--- src/rtl/chan_scan_pkg.sv ---
// Shared definitions for the channel scan controller.
//   NUM_CH  : number of scanned channels
//   SEL_W   : width of the channel index / mux select
//   state_t : controller FSM encoding (IDLE=0, HOLD=1)
//   onehot(): index to one-hot channel mask
package chan_scan_pkg;
  localparam int NUM_CH = 4;
  localparam int SEL_W  = 2;

  typedef enum logic {
    IDLE = 1'b0,
    HOLD = 1'b1
  } state_t;

  function automatic logic [NUM_CH-1:0] onehot(input logic [SEL_W-1:0] i);
    onehot    = '0;
    onehot[i] = 1'b1;
  endfunction
endpackage

--- src/rtl/chan_scan_ctrl_rr_pick.sv ---
// rr_pick: combinational round-robin channel picker.
//   req      : per-channel request mask
//   last_idx : most recently granted channel
//   idx      : first requesting channel after last_idx (wrapping)
//   any      : at least one request is set (idx is meaningful only then)
module rr_pick
  import chan_scan_pkg::*;
(
  input  logic [NUM_CH-1:0] req,
  input  logic [SEL_W-1:0]  last_idx,
  output logic [SEL_W-1:0]  idx,
  output logic              any
);
  always_comb begin
    idx = last_idx;
    any = |req;
    // Walk from the farthest candidate back to the nearest so the channel
    // closest after last_idx overwrites the others. SEL_W-bit add wraps mod 4.
    for (int i = NUM_CH; i >= 1; i--) begin
      if (req[last_idx + SEL_W'(i)]) idx = last_idx + SEL_W'(i);
    end
  end
endmodule

--- src/rtl/chan_scan_ctrl.sv ---
// chan_scan_ctrl: round-robin channel scanner with per-grant dwell.
//   clk, rst   : clock, synchronous active-high reset
//   en         : scan enable (sampled only when a new grant may start)
//   req        : per-channel request mask
//   dwell      : grant length in cycles, sampled at grant start (0 acts as 1)
//   s2,s1      : granted channel index (held after the scan stops)
//   sel_valid  : a grant is being held
//   grant      : one-hot granted channel, zero when idle
//   done       : pulses in the final cycle of each grant
// Optional: define SCAN_ABORT_EN to end a grant early when the granted
// channel's request drops.
module chan_scan_ctrl
  import chan_scan_pkg::*;
#(
  parameter int DWELL_W = 8
) (
  input  logic               clk,
  input  logic               rst,
  input  logic               en,
  input  logic [NUM_CH-1:0]  req,
  input  logic [DWELL_W-1:0] dwell,
  output logic               s1,
  output logic               s2,
  output logic               sel_valid,
  output logic [NUM_CH-1:0]  grant,
  output logic               done
);
  state_t             state, state_n;
  logic [DWELL_W-1:0] cnt, cnt_n, load;
  logic [SEL_W-1:0]   idx, idx_n, last, last_n;
  logic [NUM_CH-1:0]  grant_n;
  logic [SEL_W-1:0]   pick_idx;
  logic               pick_any;
  logic               last_cyc, start, abort;

  rr_pick u_pick (
    .req      (req),
    .last_idx (last),
    .idx      (pick_idx),
    .any      (pick_any)
  );

  // dwell-1 never exceeds the counter range, so max dwell needs no wrap guard.
  assign load = (dwell == '0) ? '0 : dwell - DWELL_W'(1);

`ifdef SCAN_ABORT_EN
  assign abort = (state == HOLD) && !req[idx];
`else
  assign abort = 1'b0;
`endif

  assign last_cyc = (state == HOLD) && (cnt == '0);
  // A grant can start from IDLE or seamlessly on the last cycle of a hold.
  assign start    = en && pick_any && ((state == IDLE) || last_cyc);

  always_comb begin
    state_n = state;
    cnt_n   = cnt;
    idx_n   = idx;
    last_n  = last;
    grant_n = grant;
    if (start) begin
      state_n = HOLD;
      cnt_n   = load;
      idx_n   = pick_idx;
      last_n  = pick_idx;
      grant_n = onehot(pick_idx);
    end else if (last_cyc) begin
      state_n = IDLE;
      grant_n = '0;
    end else if (state == HOLD) begin
      // Forcing the counter to 0 puts done in the following cycle.
      cnt_n = abort ? '0 : cnt - DWELL_W'(1);
    end
  end

  always_ff @(posedge clk) begin
    if (rst) begin
      state <= IDLE;
      cnt   <= '0;
      idx   <= '0;
      last  <= SEL_W'(NUM_CH - 1);
      grant <= '0;
    end else begin
      state <= state_n;
      cnt   <= cnt_n;
      idx   <= idx_n;
      last  <= last_n;
      grant <= grant_n;
    end
  end

  assign s1        = idx[0];
  assign s2        = idx[1];
  assign sel_valid = (state == HOLD);
  // Gated so a reset landing on a final hold cycle produces no pulse.
  assign done      = last_cyc && !rst;
endmodule

--- config.mk ---
export PLATFORM = sky130hd
export DESIGN_NAME = chan_scan_ctrl
export DESIGN_NICKNAME = d
export VERILOG_FILES = /design/src/rtl/chan_scan_pkg.sv /design/src/rtl/chan_scan_ctrl_rr_pick.sv /design/src/rtl/chan_scan_ctrl.sv
export SDC_FILE = /design/constraint.sdc
export NUM_CORES = 1
export LEC_CHECK = 0
export ABC_AREA = 1
export CORE_ASPECT_RATIO = 1.75
export CORE_MARGIN = 2
export CORE_UTILIZATION = 45
export CTS_BUF_LIST = sky130_fd_sc_hd__clkbuf_8
export CTS_CLUSTER_SIZE = 20
export DETAILED_ROUTE_END_ITERATION = 16
export PLACE_DENSITY = 0.81
export SLEW_MARGIN = 15
export SYNTH_ARGS = -nofsm -noshare
export SYNTH_HDL_FRONTEND = slang
export SYNTH_SLANG_ARGS = --single-unit
--- constraint.sdc ---
create_clock -name clk -period 2.7 [get_ports clk]
set_clock_uncertainty 0.05 [all_clocks]
set_input_delay 0.405 -clock clk [delete_from_list [all_inputs] [get_ports clk]]
set_output_delay 0.405 -clock clk [all_outputs]
set_load 0.01 [all_outputs]
======== Yosys cells after proc, flatten, opt, wreduce, memory -nomap -nowiden ========
Index checks and enable logic that the tools add are counted.
operators by class
  magnitude comparators ................... 5
  muxes and demuxes ....................... 19
  bitwise gates (word level) .............. 1
  reduce and logical (&&, ||, !) cells .... 13
  add/sub/neg operators ................... 5
  equal/unequal tests ..................... 1
operators with widths
  cell                   count
  $mux W8                4
  $logic_not A8 Y1       2
  $sub A8 B1 Y8 const B  2
  $lt A2 B3 Y1 const B   4
  $mux W4                2
  $bmux W1 S2            3
  $mux W1                6
  $mux W2                3
  $logic_and A1 B1 Y1    5
  $add A2 B2 Y2 const B  2
  $reduce_bool A2 Y1     2
  $reduce_or A4 Y1       1
  $add A2 B1 Y2 const B  1
  $demux W1 S2           1
  $ge A2 B1 Y1 const B   1
  $ne A2 B1 Y1 const B   1
  $reduce_and A2 Y1      1
  $logic_not A1 Y1       1
  $logic_or A1 B1 Y1     1
  $not A1 Y1             1
storage, ports and cells
  flip-flop bits (word level) ............. 17
  output and inout bits ................... 8

======== Logic depth before layout (Yosys ltp) ========
  depth in word-level cells ............... 11
  gate-level depth with buffers ........... 14

======== By module ========
From an unflattened synthesis, not the netlist that was laid out.
unflattened totals
  cells, all modules ...................... 220
  area, all modules ....................... 1342.5 µm²
modules (own cells, without submodules)
  module          instances  cells an instance  area an instance (µm²)  seq. area each (µm²)
  chan_scan_ctrl  1          176                1124.8                  340.3
  rr_pick         1          44                 217.7                   0.0

======== Worst setup path before layout ========
OpenSTA, ideal clock, no wires.
  path kind ............................... register to output
  start point ............................. register cnt[0]
  end point ............................... output done
  cell stages (with the launch flop) ...... 7
  required time ........................... 2245 ps
  arrival ................................. 1175 ps
  setup slack ............................. 1070 ps
  buffers on the path ..................... 0
  cell sequence ........................... dfxtp_1 inv_1 ha_1 nand2_2 nor2_4 inv_1 nor3_1
on the way
  cells in the longest elaborated chain, start to end .. 3
ends and longest elaborated chain
  item                      line                  RTL
  start: declaration        chan_scan_ctrl.sv:29  logic [DWELL_W-1:0] cnt, cnt_n, load;
  start signal: assignment  chan_scan_ctrl.sv:86  cnt <= cnt_n;
  $logic_not A8 Y1          chan_scan_ctrl.sv:52  assign last_cyc = (state == HOLD) && (cnt == '0);
  $logic_and A1 B1 Y1       chan_scan_ctrl.sv:52
  $logic_and A1 B1 Y1       chan_scan_ctrl.sv:97  assign done = last_cyc && !rst;
  end: declaration          chan_scan_ctrl.sv:26  output logic done
Every way passes these cells.

======== Worst setup path in the final report ========
Ends and elaborated chain as after synthesis.

==> key figures <==
Status
  • Status: finished clean

Final layout
  • Share of layout cells above drive strength 1: 6.849%
  • Final core occ: 56.80%
  • Fillers: 254
  • Fin area: 1510 sq um
  • Syn-to-layout area delta: 22.79%
  • Nets: 238
  • Antenna cells: 0

Timing
  • Fin. Hold Viols: 0
  • Final setup fails: 0
  • Fin crit share: 90.17%
  • Final Slew Violations: 0
  • Setup TNS: 0 ps
  • Highest clock rate: 410.8 MHz
  • Tmin final: 2435 ps
  • Slew headroom: 78.67%
  • Worst Max-Slew Pin Slew: 319.9 ps
  • RSZ-0062 raised after global routing: false

Detailed routing
  • Detailed Route WL: 2.772 mm
  • Initial DRC Count: 40
  • ANT nets after route: 0
  • Detailed-route DRC error count: 0
  • Initial DRT Pass Iterations: 4
  • DR vias/cell: 5.244
  • Via count: 1,290
  • WL/cell: 11.27 um

Synthesis
  • Synth Instances: 195
  • Synth cell count leaders: 64 x nand2_1, 25 x inv_1, 17 x dfxtp_1
  • Synthesized cell area: 1230 sq um
  • Mean post-synth cell area: 6.307 sq um
  • Seq/Total Area, Yosys: 27.67%
  • Netlist cell types: 24
  • Leading area contributor after synthesis: dfxtp_1
  • Most frequent cell after synthesis: nand2_1
  • EDFF count, synth: 0
  • Main synth FF type: dfxtp_1
  • Synth warn: 0
  • Fraction of registers with async set/reset: 0%
  • Main area contributors after synthesis: dfxtp_1 28%, nand2_1 20%, inv_1 7.6%, a21oi_1 5.7%, xor2_1 5.0%
  • Yosys top cell area share: 27.67%
  • Flops & latches, synth: 17
  • Mapped Nets: 213

Placement
  • Dpl cell area: 1465 sq um
  • DP HPWL: 2.271 mm
  • IO Port Bufs: 22
  • Routability Congestion: 0.8625

Global route
  • Global Route met1 Usage: 18.35%
  • GRT met3 Usage: 1.980%
  • Initial antenna violation count: 0
  • GR Overflow Total: 0
  • Pin count of the biggest net entering global routing: 16
  • Most Crowded Layer GR: met2
  • Gr usage total: 20.86%
  • Vias in the first global route: 1,314
  • GR Util met2: 40.80%
  • First-pass GRT wire length: 5.050 mm

Power
  • Gate power share: 45.8%
  • Total power: 976.1 uW
  • Net Sw Frac: 40.90%
  • P_leak: 0.0007089 uW
  • Power per cell area: 646.4 nW/um^2
  • Int Pwr: 576.9 uW
  • Flop pwr share: 34.9%
  • Clock Power Share: 19.4%
  • Worst vdd ir: 0.0003383 V
  • P_sw: 399.2 uW

Worst setup path
  • CP Max Fanout: 4
  • Required time of the critical path: 2250 ps
  • Critical Path Max Stage Delay: 560 ps
  • FF-to-FF Start: cnt[0]
  • Critical Path AT: 1980 ps
  • Worst Reg-to-Reg Cells: 10
  • CP Buf/Inv Count: 3
  • CP Capture Type: output pin
  • Flop-to-flop setup slack: 910 ps
  • Worst Setup SP: cnt[0]
  • Stages on the worst setup path: 7
  • CP most frequent cell: inv_1
  • CP max stage cell: clkdlybuf4s50_1
  • Critical Path, Cell by Cell: inv_1 -> ha_1 -> nand2_2 -> nor2_4 -> inv_1 -> nor3_1 -> clkdlybuf4s50_1
  • Crit Path Class: reg -> out
  • Startpoint types: register
  • Family with the most delay on the worst path: buffers and inverters
  • Reg2reg end: grant[2]
  • Setup crit end: done

CTS
  • Worst skew pair latency: 250 ps
  • CTS HTree Levels: 1
  • Root Buffer: clkbuf_8
  • CTS max path bufs: 2
  • Hold Buf Count CTS: 0
  • CTS tree: done
  • Resize count post-CTS: 0
  • Clock net sink count: 17
  • Postcts setup bufs: 0
  • Clock Pin Slew Worst Setup and Hold Paths: 60 ps
  • CTS buffer count: 3

Floorplanning
  • Chip height: 73.16 um
  • Die width: 43.52 um
  • Initial Util: 46.26%
  • Io pins: 23
  • Core ar.: 2659 sq um
  • Die ar.: 3184 sq um
  • Row count: 25

Hold path
  • Min-Delay Path Class: reg -> reg

Run
  • Maxcap violations: 0
[layer usage]
metal	share of wire, %	vias to the layer above
met4	5.1	0
met3	2.3	13
met1	34	568
met5	0	-
li1	-	670
met2	58	39
[worst reg2reg max path, delay by kind of cell (launching register included)]
family | cells | cell delay, ps
simple gates | 6 | 810
flops | 1 | 310
buf+inv | 2 | 210
fa+ha+maj | 1 | 210
compound gates | 1 | 110
[cell families (layout without fill, tap and decap cells)]
kind of cell / after synthesis / count (layout) / share of synthesized area [%]
buf+inv: 31 / 55 / 10.68
compound gates: 29 / 29 / 12.92
flops: 17 / 17 / 27.67
xor+xnor: 9 / 9 / 6.409
simple gates: 106 / 106 / 39.27
fa+ha+maj: 3 / 3 / 3.052
[power by group through the flow]
stage / registers, uW / clock network [uW] / logic (uW)
after floorplan: 338 / 0 / 331
after global placement: 344 / 0 / 440
after detailed placement: 345 / 0 / 444
after CTS: 339 / 191 / 449
after global routing: 345 / 204 / 513
final: 340 / 189 / 447
[worst min-delay path by stage]
stage	slack, ps	to	depth (start not counted)	start
2_1_floorplan	410	cnt[0]	2	cnt[0]
3_3_place_gp	400	idx[1]	2	idx[1]
3_5_place_dp	410	grant[0]	2	grant[0]
4_1_cts	420	grant[0]	2	grant[0]
5_1_grt	450	grant[2]	2	grant[2]
6_report	420	grant[0]	2	grant[0]
[cell usage in the layout, fill, tap and decap left out, types with 4 or more instances in the layout]
| cell | synthesis | layout |
|---|---|---|
| xor2_1 | 7 | 7 |
| nand3_1 | 12 | 12 |
| nand4_1 | 4 | 4 |
| o21ai_0 | 8 | 8 |
| dfxtp_1 | 17 | 17 |
| nor2_1 | 16 | 16 |
| nand2_1 | 64 | 64 |
| inv_1 | 25 | 26 |
| clkdlybuf4s50_1 | 0 | 22 |
| a21oi_1 | 14 | 14 |
[through the flow]
stage	hold WS, ps	setup slack [ps]	std cells
detailed placement	409.8	567.5	242
global placement	404.3	605.7	242
CTS	419.8	282.0	246
finish	417.9	265.5	246
global route	447.1	169.5	246
floorplan	412.6	1070	195
[sequential cells by signal, indices dropped and copies added, names as in the netlist]
register,flops
grant,4
sel_valid,1
cnt,8
last,2
idx,2
[layout make-up]
type / instances / area [sq um] / area share (%)
Multi-Input combinational cell: 147 / 758.2 / 50.21
Sequential cell: 17 / 340.3 / 22.54
Timing Repair Buffer: 23 / 227.7 / 15.08
Inverter: 28 / 105.1 / 6.959
Clock buffer: 3 / 41.29 / 2.734
Tap cell: 27 / 33.78 / 2.237
Clock inverter: 1 / 3.754 / 0.2485
(Power assumes the default switching activity.)
